### src/rtl/game_ctrl.sv
// game_ctrl: run/over state machine for the runner game. Tracks the BCD
// score and best score, scroll speed, obstacle spawn pacing and the
// post-game button lockout.
module game_ctrl #(
    parameter int TICKS_PER_POINT = 6,
    parameter int SPEED_INIT      = 1,
    parameter int SPEED_MAX       = 15,
    parameter int GAP_MIN         = 40,
    parameter int OVER_LOCK       = 30
) (
    input  logic        CLK,
    input  logic        RST,
    input  logic        tick,
    input  logic        btn_jump,
    input  logic        collision,
    output logic        game_status,
    output logic        game_over,
    output logic [3:0]  speed,
    output logic [15:0] score,
    output logic [15:0] hi_score,
    output logic        spawn
);

    typedef enum logic [1:0] {IDLE, RUN, OVER} state_t;

    localparam logic [15:0] PT_LAST   = 16'(TICKS_PER_POINT - 1);
    localparam logic [3:0]  SPD_INIT  = 4'(SPEED_INIT);
    localparam logic [3:0]  SPD_MAX   = 4'(SPEED_MAX);
    localparam logic [15:0] SCORE_TOP = 16'h9999;

    state_t      state;
    logic        btn_q;
    logic [15:0] lfsr;
    logic [15:0] pcnt;
    logic [15:0] gap;
    logic [15:0] lock;

    logic        press;
    logic        start;
    logic [15:0] gap_load;
    logic [15:0] score_inc;
    logic        carry;

    assign press    = btn_jump & ~btn_q;
    // A new game may begin from IDLE, or from OVER once the lockout expired.
    assign start    = press & ((state == IDLE) | ((state == OVER) & (lock == 16'd0)));
    assign gap_load = 16'(GAP_MIN) + {10'd0, lfsr[5:0]};

    // BCD +1 with digit-wise carry; saturation is handled by the caller.
    always_comb begin
        score_inc = score;
        carry     = 1'b1;
        for (int i = 0; i < 4; i++) begin
            if (carry) begin
                if (score[i*4 +: 4] == 4'd9) begin
                    score_inc[i*4 +: 4] = 4'd0;
                end else begin
                    score_inc[i*4 +: 4] = score[i*4 +: 4] + 4'd1;
                    carry               = 1'b0;
                end
            end
        end
    end

    // Free-running LFSR (taps 16,14,13,11) and the button edge register.
    always_ff @(posedge CLK) begin
        if (RST) begin
            lfsr  <= 16'hACE1;
            btn_q <= 1'b1;
        end else begin
            lfsr  <= {lfsr[14:0], lfsr[15] ^ lfsr[13] ^ lfsr[12] ^ lfsr[10]};
            btn_q <= btn_jump;
        end
    end

    // Game state machine with all outputs registered.
    always_ff @(posedge CLK) begin
        if (RST) begin
            state       <= IDLE;
            game_status <= 1'b0;
            game_over   <= 1'b0;
            score       <= 16'h0000;
            hi_score    <= 16'h0000;
            speed       <= SPD_INIT;
            spawn       <= 1'b0;
            pcnt        <= 16'd0;
            gap         <= 16'd0;
            lock        <= 16'd0;
        end else begin
            spawn <= 1'b0;
            if (start) begin
                state       <= RUN;
                game_status <= 1'b1;
                game_over   <= 1'b0;
                score       <= 16'h0000;
                speed       <= SPD_INIT;
                pcnt        <= 16'd0;
                gap         <= gap_load;
            end else begin
                case (state)
                    RUN: begin
                        if (collision) begin
                            // Collision beats a coincident tick: nothing else moves.
                            state       <= OVER;
                            game_status <= 1'b0;
                            game_over   <= 1'b1;
                            lock        <= 16'(OVER_LOCK);
                            if (score > hi_score)
                                hi_score <= score;
                        end else if (tick) begin
                            if (pcnt == PT_LAST) begin
                                pcnt <= 16'd0;
                                if (score != SCORE_TOP) begin
                                    score <= score_inc;
                                    if (score_inc[7:0] == 8'h00 && speed < SPD_MAX)
                                        speed <= speed + 4'd1;
                                end
                            end else begin
                                pcnt <= pcnt + 16'd1;
                            end
                            if (gap == 16'd0) begin
                                spawn <= 1'b1;
                                gap   <= gap_load;
                            end else begin
                                gap <= gap - 16'd1;
                            end
                        end
                    end
                    OVER: begin
                        if (tick && lock != 16'd0)
                            lock <= lock - 16'd1;
                    end
                    default: ;
                endcase
            end
        end
    end

endmodule
### config.mk
export PLATFORM = sky130hd
export DESIGN_NAME = game_ctrl
export DESIGN_NICKNAME = d
export VERILOG_FILES = /design/src/rtl/game_ctrl.sv
export SDC_FILE = /design/constraint.sdc
export NUM_CORES = 1
export LEC_CHECK = 0
export CORE_AREA = 2 2 73 145
export CTS_CLUSTER_DIAMETER = 200
export DETAILED_ROUTE_END_ITERATION = 6
export DIE_AREA = 0 0 75 147
export GPL_ROUTABILITY_DRIVEN = 0
export PLACE_DENSITY = 0.75
export SLEW_MARGIN = 15
export SYNTH_ARGS = -nofsm -noshare
export SYNTH_HDL_FRONTEND = slang
export SYNTH_SLANG_ARGS = --single-unit
### constraint.sdc
create_clock -name CLK -period 2.1 [get_ports CLK]
set_clock_uncertainty 0.15 [all_clocks]
set_input_delay 0.42 -clock CLK [delete_from_list [all_inputs] [get_ports CLK]]
set_output_delay 0.42 -clock CLK [all_outputs]
set_load 0.02 [all_outputs]
After elaboration in Yosys (flattened, before gate mapping)

Index checks and enable logic that the tools add are counted.

Register bits after elaboration: 105
Word-level logic and storage cells: 97

Add/sub/neg operators: 9
$lt $le $gt $ge: 2
Equal/unequal tests: 11
Mux-type cells: 26
Bitwise gates (word level): 12
Reduce and logical (&&, ||, !) cells: 23

Operators by type and width:

| operator                                                                 | number |
|---|---|
| 16-bit two-way mux                                                       | 8 |
| 16-bit zero test                                                         | 2 |
| 16-bit case mux with 2 select lines                                      | 1 |
| 16-bit by 1-bit subtractor with 16-bit output (second input constant)    | 2 |
| 4-bit by 1-bit adder with 4-bit output (second input constant)           | 5 |
| 4-bit two-way mux                                                        | 5 |
| 6-bit AND reduction                                                      | 3 |
| 16-bit by 1-bit adder with 16-bit output (second input constant)         | 1 |
| 16-bit by 3-bit == test with 1-bit output (second input constant)        | 1 |
| 4-bit == test (second input constant)                                    | 4 |
| 16-bit greater-than comparator                                           | 1 |
| 16-bit inequality test (second input constant)                           | 1 |
| 16-bit nonzero test                                                      | 1 |
| 1-bit two-way mux                                                        | 12 |
| 8-bit zero test                                                          | 1 |
| 4-bit AND reduction                                                      | 2 |
| 2-bit nonzero test                                                       | 4 |
| 6-bit by 6-bit adder with 7-bit output (first input constant)            | 1 |
| 3-bit AND reduction                                                      | 2 |
| 1-bit NOT                                                                | 5 |
| 5-bit AND reduction                                                      | 1 |
| 5-bit OR reduction                                                       | 1 |
| 4-bit less-than comparator (second input constant)                       | 1 |
| 2-bit by 1-bit inequality test with 1-bit output (second input constant) | 2 |
| other kinds (10)                                                         | 16 |

Logic depth before layout (Yosys ltp)

Gate-level depths: netlist (run 1).

Depth after elaboration: 6
Gate-level depth with buffers: 11

Least setup slack after synthesis (run 1)

Ideal clock, no wire load.

Kind: register -> register
Start: register score[0]
End: register hi_score[9]
Setup time: 0.128 ns
Arrival: 2.233 ns
Data required time: 1.822 ns
Setup slack: -0.411 ns
Stages on the path, launching flop included: 12
Buffers on the path: 3
Clock period less this slack: 2.511 ns
Cell sequence: dfxtp_1 > buf_2 > inv_1 > ha_1 > nor2b_1 > o211ai_1 > a2111oi_0 > o31a_1 > buf_2 > buf_2 > mux2i_1 > nor2_1

Word-level cells in the longest chain between the ends: 2

Ends and longest elaborated chain:

| what                           | RTL line | text |
|---|---|---|
| start, declared                | 19       | `output logic [15:0] score,` |
| start signal, assigned         | 114      | `score <= score_inc;` |
| 16-bit greater-than comparator | 108      | `if (score > hi_score)` |
| 4-bit AND reduction (no line)  | n/a      |  |
| end signal, assigned           | 109      | `hi_score <= score;` |
| end, declared                  | 20       | `output logic [15:0] hi_score,` |

Every way passes these cells.
A chain may end at the register's enable or synchronous reset.

Worst setup path after layout (run 1)

Start: register hi_score[5]
End: register hi_score[0]

Word-level cells in the longest chain between the ends: 2

Ends and longest elaborated chain:

| what                           | RTL line |
|---|---|
| 16-bit greater-than comparator | 108 |
| 4-bit AND reduction (no line)  | n/a |

Every way passes these cells.

==> out/qor.yml, run 1 <==
floorplan:
  die_area_um2: 11000
  die_x_um: 75
  initial_utilization_pct: 50.9
  pin_count: 44
  dieHeight_um: 147
  placeableCoreArea_um2: 9950
  core.rowCount: 52
clocking:
  cts_root_buf: "clkbuf_16"
  cts.clk_slew.worst_paths_ns: 0.08
  cts.sink_count: 104
  cts_htree_levels: 3
  tritoncts: "done"
  cts_bufs_inserted: 9
  cts_hold_buf: 0
  cts-root-to-sink-buffers: 2
  insertion_delay_ns: 0.36
sta:
  post-route-period-util_pct: 110
  timing.fmax_mhz: 433
  setup_repair_after_global_routing_missed_its_margin: "yes"
  timing.setup.tns_ns: -3.11
  timing.final.ws_setup_ns: -0.210
  normalized_max_slew_margin_pct: 70.7
  timing.final.crit_period_ns: 2.31
  slew_violations: 0
  tightestPinTransition_ns: 0.437
  hold_viol: 0
  setup_violation_total_in_the_final_timing_report: 25
routing:
  detailedRoute.firstIterationViolations: 307
  number_of_optimization_iterations_in_the_first_detailed_route_pass: 5
  post_drt_via_cell_ratio: 5.51
  wire_per_inst_um: 16.5
  route.vias.total: 4894
  drt-total-wl_um: 14700
  remaining_drc_errors: 0
  ant_nets: 0
yosys:
  postSynth.asyncResetShare_pct: 0
  yosys.cell_types.count: 63
  synth_seq_cells: 104
  synth_flop_cell: "dfxtp_1"
  synth_edf_count: 0
  syn-cell-area_um2: 5070
  postSynthCellCount: 571
  synth.yosys.seq_area_share_pct: 41.1
  mappedNetlistNets: 600
  syn_area_per_cell_um2: 8.88
  synth.yosys.warnings: 0
placed_design:
  detailed_place_hpwl_um: 8730
  io_port_bufs: 43
  post_dp_cell_area_um2: 6710
worst_setup_path:
  timing.critical_path.slowest_cell_delay_ns: 0.36
  setup.worst_path.end_class: "flop"
  critPathLaunchType: "flop"
  worst_path_max_delay_cell: "dfxtp_4"
  cpLargestDelayFamily: "compound AO/OA/AOI/OAI gates"
  crit_chain: "inv_2 > ha_4 > a21oi_2 > o21ai_1 > a221o_1 > o31a_1 > buf_6 > buf_8 > mux2i_2 > nor2_1"
  cp_max_fo: 6
  data_required_time_of_the_critical_path_ns: 2.20
  path_buf_inv: 3
  data_arrival_time_of_the_critical_path_ns: 2.41
  crit_path_class: "reg2reg"
global_route:
  global_route.overflow_total: 0
  grtUsageTotal_pct: 24.0
  maximum_number_of_pins_on_one_net_before_global_route_repair: 28
  grt_pass1_wl_um: 21000
  antenna_found_initial: 0
  first_global_vias: 4610
run_status:
  violated_checks: "negative setup slack"
  status: "complete, but fails checks"
layout:
  finish.net_count: 778
  layout_common_cells: "buf_4 (121), nor2_1 (80), dfxtp_1 (67), clkdlybuf4s50_1 (36), xor2_1 (28)"
  layout.cell_area.non_filler_um2: 7830
  antenna_cells_inserted: 0
  most_common_cell_after_layout_fill_and_taps_aside: "buf_4"
  final_layout_size_suffix_gt1_share_pct: 40.5
  synthToLayoutAreaGrowth_pct: 54.5
power:
  power_density_nw_per_um2: 584
  totalPowerFinal_w: 0.00458
  leakage_nw: 3.13
  peakVddDrop_mv: 0.568
min_path:
  timing.hold.worst.class: "reg2reg"
run:
  max_cap_viol_count: 0
metrics by stage:
step,hold WS [ns],setup WS (ns),cells,util [%]
4_1_cts,0.268,-0.128,873,72.9
3_3_place_gp,0.242,-0.465,848,67.4
5_1_grt,0.287,-0.318,889,78.7
2_1_floorplan,0.239,-0.0710,571,-
3_5_place_dp,0.252,-0.462,848,67.4
6_report,0.267,-0.210,889,78.7
registers in the layout, summed over array words and instances (netlist names):
| signal | cells |
|---|---|
| lfsr | 16 |
| speed | 4 |
| state | 2 |
| spawn | 1 |
| lock | 16 |
| gap | 16 |
| score | 16 |
| btn_q | 1 |
| hi_score | 16 |
| pcnt | 16 |
layout make-up:
| type | instances | area (um^2) |
|---|---|---|
| fill | 580 | 2120 |
| timing repair buffer | 188 | 1670 |
| tap | 135 | 169 |
| clock buffer | 9 | 225 |
| sequential | 104 | 2170 |
| multi-input combinational | 417 | 3420 |
| clock inverter | 7 | 58.8 |
| inverter | 29 | 116 |
cell families (layout without fill, tap and decap cells):
logic type	Yosys count	after routing	share of synthesized area, %
AOI/OAI and AO/OA	68	68	8.91
xor gates and xnor gates	50	50	8.64
adders and majority gates	24	24	5.92
buffers and inverters	50	233	4.15
DFF	104	104	41.1
muxes	22	22	4.37
and+or+nand+nor	253	253	27.0
synthesized netlist by cell type (10+ instances only):
library cell	n	area, um^2
clkbuf_1	10	37.5
o21ai_0	14	70.1
nor4_1	13	81.3
nor2b_1	16	100
nand4_1	13	81.3
xor2_1	28	245
nor2_1	86	323
a21oi_1	23	115
inv_1	29	109
or2_2	10	62.6
nor3_1	10	50.1
mux2i_1	21	210
xnor2_1	22	193
nand3_1	24	120
ha_1	24	300
dfxtp_1	104	2080
nand2_1	31	116
layer usage:
| metal | up-vias | global-route usage (%) | wire [um] |
|---|---|---|---|
| met3 | 42 | 4.46 | 412 |
| li1 | 2348 | - | - |
| met2 | 114 | 39.3 | 7720 |
| met1 | 2390 | 30.7 | 6020 |
| met4 | 0 | 8.30 | 491 |
| met5 | - | 0 | 0 |
worst register-to-register path, delay by kind of cell, from the launching register on:
kind / cells / cell delay, ns
AOI/OAI and AO/OA: 4 / 0.89
DFF: 1 / 0.36
buffers and inverters: 3 / 0.32
adders and majority gates: 1 / 0.24
muxes: 1 / 0.18
and+or+nand+nor: 1 / 0.07
where the power goes:
group | internal [W] | total, W | switching [W] | leakage (nW)
logic | 0.000449 | 0.000869 | 0.000420 | 2.12
registers | 0.00201 | 0.00207 | 0.0000597 | 0.868
clock network | 0.000827 | 0.00164 | 0.000811 | 0.142
repair_timing:
action,CTS,global route
pin swaps,13,46
resized for setup,48,91
cloned,0,2
buffers inserted,9,14
endpoints found under the setup margin,75,79
path summary, 6_finish.rpt:
path / start / end / slack (ns) / depth (start not counted)
setup / recovery: hi_score[5] / hi_score[0] / -0.21 / 10
hold / removal: lfsr[14] / lfsr[15] / 0.27 / 1
setup reg to reg: hi_score[5] / hi_score[0] / -0.21 / 10
hold reg to reg: lfsr[14] / lfsr[15] / 0.27 / 1
Note: power is estimated with default switching activity, not from simulation.
==> run 2, diff against run 1 <==
Settings changed: PLACE_DENSITY 0.75 to 0.78.
==> run 2 against run 1 <==
Net effect:
- the flow still finishes with violations (negative setup slack)
- sequential share of layout area fell by 0.61 points
- highest routed layer unchanged
- critical path type unchanged
- via count rose by 12%
- design area rose by 2.2%
- global-route usage rose by 4.5 points
- first-iteration DRC count rose by 110%
- final cell count fell by 0.11%
- non-clock buffer count fell by 1
- core utilization rose by 1.7 points
- critical path depth did not move
- clock power rose by 9%
- die area did not move
- register-to-register slack got worse by 0.22 ns
==> out/qor.yml, run 2 (synthesis results as in run 1) <==
layout:
  antenna_cells_inserted: 0  # unchanged
  most_common_cell_after_layout_fill_and_taps_aside: "buf_4"
  final_layout_size_suffix_gt1_share_pct: 42.8  # +2.3 points
  post-route-util_pct: 80.4  # +1.7 points
  finish.net_count: 777  # -0.13%
  synthToLayoutAreaGrowth_pct: 57.8
  layout_common_cells: "buf_4 (114), dfxtp_1 (68), nor2_1 (66), clkdlybuf4s50_1 (33), xor2_1 (25)"
routing:
  ant_nets: 0  # unchanged
  post_drt_via_cell_ratio: 6.15  # +12%
  drt-total-wl_um: 20600  # +41%
  detailedRoute.firstIterationViolations: 639  # +110%
  number_of_optimization_iterations_in_the_first_detailed_route_pass: 5  # unchanged
  wire_per_inst_um: 23.2  # +41%
  remaining_drc_errors: 0  # unchanged
  route.vias.total: 5459  # +12%
sta:
  timing.setup.tns_ns: -11.93  # -8.82 ns
  tightestPinTransition_ns: 0.667  # +0.230 ns
  timing.final.crit_period_ns: 2.53  # +0.224 ns
  hold_viol: 0  # unchanged
  final.hold.worst_slack_ns: 0.273  # +0.00562 ns
  slew_violations: 0  # unchanged
  post-route-period-util_pct: 121  # +11 points
  setup_repair_after_global_routing_missed_its_margin: "yes"
  timing.final.ws_setup_ns: -0.435  # -0.224 ns
  normalized_max_slew_margin_pct: 55.2  # -15 points
  timing.fmax_mhz: 395  # -8.9%
  setup_violation_total_in_the_final_timing_report: 62  # +150%
placed_design:
  io_port_bufs: 43  # unchanged
  place_worst_setup_slack_ns: -0.538  # -0.0762 ns
  detailed_place_hpwl_um: 8670  # -0.67%
global_route:
  grtUsageTotal_pct: 28.4  # +4.5 points
  first_global_vias: 5051  # +9.6%
  grt_pass1_wl_um: 24100  # +15%
  global_route.overflow_total: 0  # unchanged
  antenna_found_initial: 0  # unchanged
  maximum_number_of_pins_on_one_net_before_global_route_repair: 41  # +46%
floorplan:
  dieHeight_um: 147  # unchanged
  pin_count: 44  # unchanged
  core.rowCount: 52  # unchanged
  initial_utilization_pct: 50.9  # unchanged
  die_area_um2: 11000  # unchanged
  die_x_um: 75  # unchanged
  placeableCoreArea_um2: 9950  # unchanged
run_status:
  violated_checks: "negative setup slack"
  status: "complete, but fails checks"
power:
  portion_of_total_power_attributed_to_the_clock_network_pct: 37.6  # +1.8 points
  netSwitchingPower_w: 0.00141  # +9.2%
  peakVddDrop_mv: 0.507  # -11%
  p_int_w: 0.00332  # +1.0%
  pwr-share-comb_pct: 18.7  # -0.3 points
  power_density_nw_per_um2: 591  # +1.1%
  leakage_nw: 3.16  # +0.96%
  swShare_pct: 29.8  # +1.6 points
  share_seq_of_total_power_pct: 43.8  # -1.4 points
clocking:
  cts.clk_slew.worst_paths_ns: 0.08  # about the same
  cts_bufs_inserted: 9  # unchanged
  cts_root_buf: "clkbuf_16"
  tritoncts: "done"
  insertion_delay_ns: 0.37  # about the same
  cts-root-to-sink-buffers: 2  # unchanged
  cts.sink_count: 104  # unchanged
  cts_htree_levels: 3  # unchanged
  cts_hold_buf: 0  # unchanged
worst_setup_path:
  data_required_time_of_the_critical_path_ns: 2.19  # about the same
  timing.rr.start: "hi_score[7]"
  crit_path_class: "reg2reg"
  crit_start: "hi_score[7]"
  setup.worst_path.end_class: "flop"
  data_arrival_time_of_the_critical_path_ns: 2.62  # +0.21 ns
  critPathLaunchType: "flop"
  cp_max_fo: 7  # +1
min_path:
  timing.hold.worst.class: "reg2reg"
  worst_hold_startpoint: "lfsr[14]"
run:
  max_cap_viol_count: 0  # unchanged
==> run 2: cell count changes in the layout (fill, tap and decap cells not counted), sizes merged <==
| cell | delta |
|---|---|
| dlymetal6s2s | +2 |
| dlygate4sd2 | +1 |
| clkdlybuf4s50 | -3 |
| inv | -1 |
==> run 2: stage by stage <==
stage | total power [W] | cells | instance area [um^2]
floorplan | 0.00248 | 571 | 5310
finish | 0.00473 | 888 | 8000
CTS | 0.00449 | 877 | 7400
detailed placement | 0.00271 | 846 | 6710
global route | 0.00485 | 888 | 8000
global placement | 0.00269 | 846 | 6710
==> run 2: worst paths after layout <==
check	endpoint	slack, ns	cells after the start
max	hi_score[13]	-0.43	10
min	lfsr[15]	0.27	1
max reg2reg	hi_score[13]	-0.43	10
min reg2reg	lfsr[15]	0.27	1
==> run 2: layer usage <==
layer,vias to the layer above,track usage (%),wire length [um]
li1,2345,-,-
met1,2603,33.3,7190
met2,385,47.6,10300
met3,126,4.73,1610
met4,0,15.3,1490
met5,-,0,0
==> run 2: cell type report <==
cell class              instances  area, um^2
flip-flops and latches        104        2170
fillers                       505        1950
clock buffers                  10         250
well taps                     135         169
repair buffers                187        1690
inverters                      29         111
multi-input cells             417        3550
clock inverters                 6        57.6
==> run 2: worst max-delay path, cell delays in order (launching register included) <==
cell and delay (ns):
dfxtp_4 0.38, inv_2 0.07, ha_4 0.29, nand4_1 0.23
nor4_1 0.47, nor2_1 0.09, o31a_1 0.15, buf_6 0.14
buf_12 0.14, mux2i_1 0.21, nor2_1 0.08
==> run 2: power groups by stage <==
stage	combinational, W	sequential (W)	clock, W
after global placement	0.000596	0.00210	0
after floorplan	0.000384	0.00210	0
after CTS	0.000695	0.00206	0.00173
final	0.000882	0.00207	0.00178
after detailed placement	0.000611	0.00210	0
after global routing	0.000922	0.00207	0.00185
==> run 2: repair_timing <==
action / 4_1_cts / 5_1_grt
pin swaps: 28 / 64
cloned: 1 / 3
setup endpoints to repair: 82 / 87
buffers inserted: 14 / 10
gates resized for setup: 58 / 124
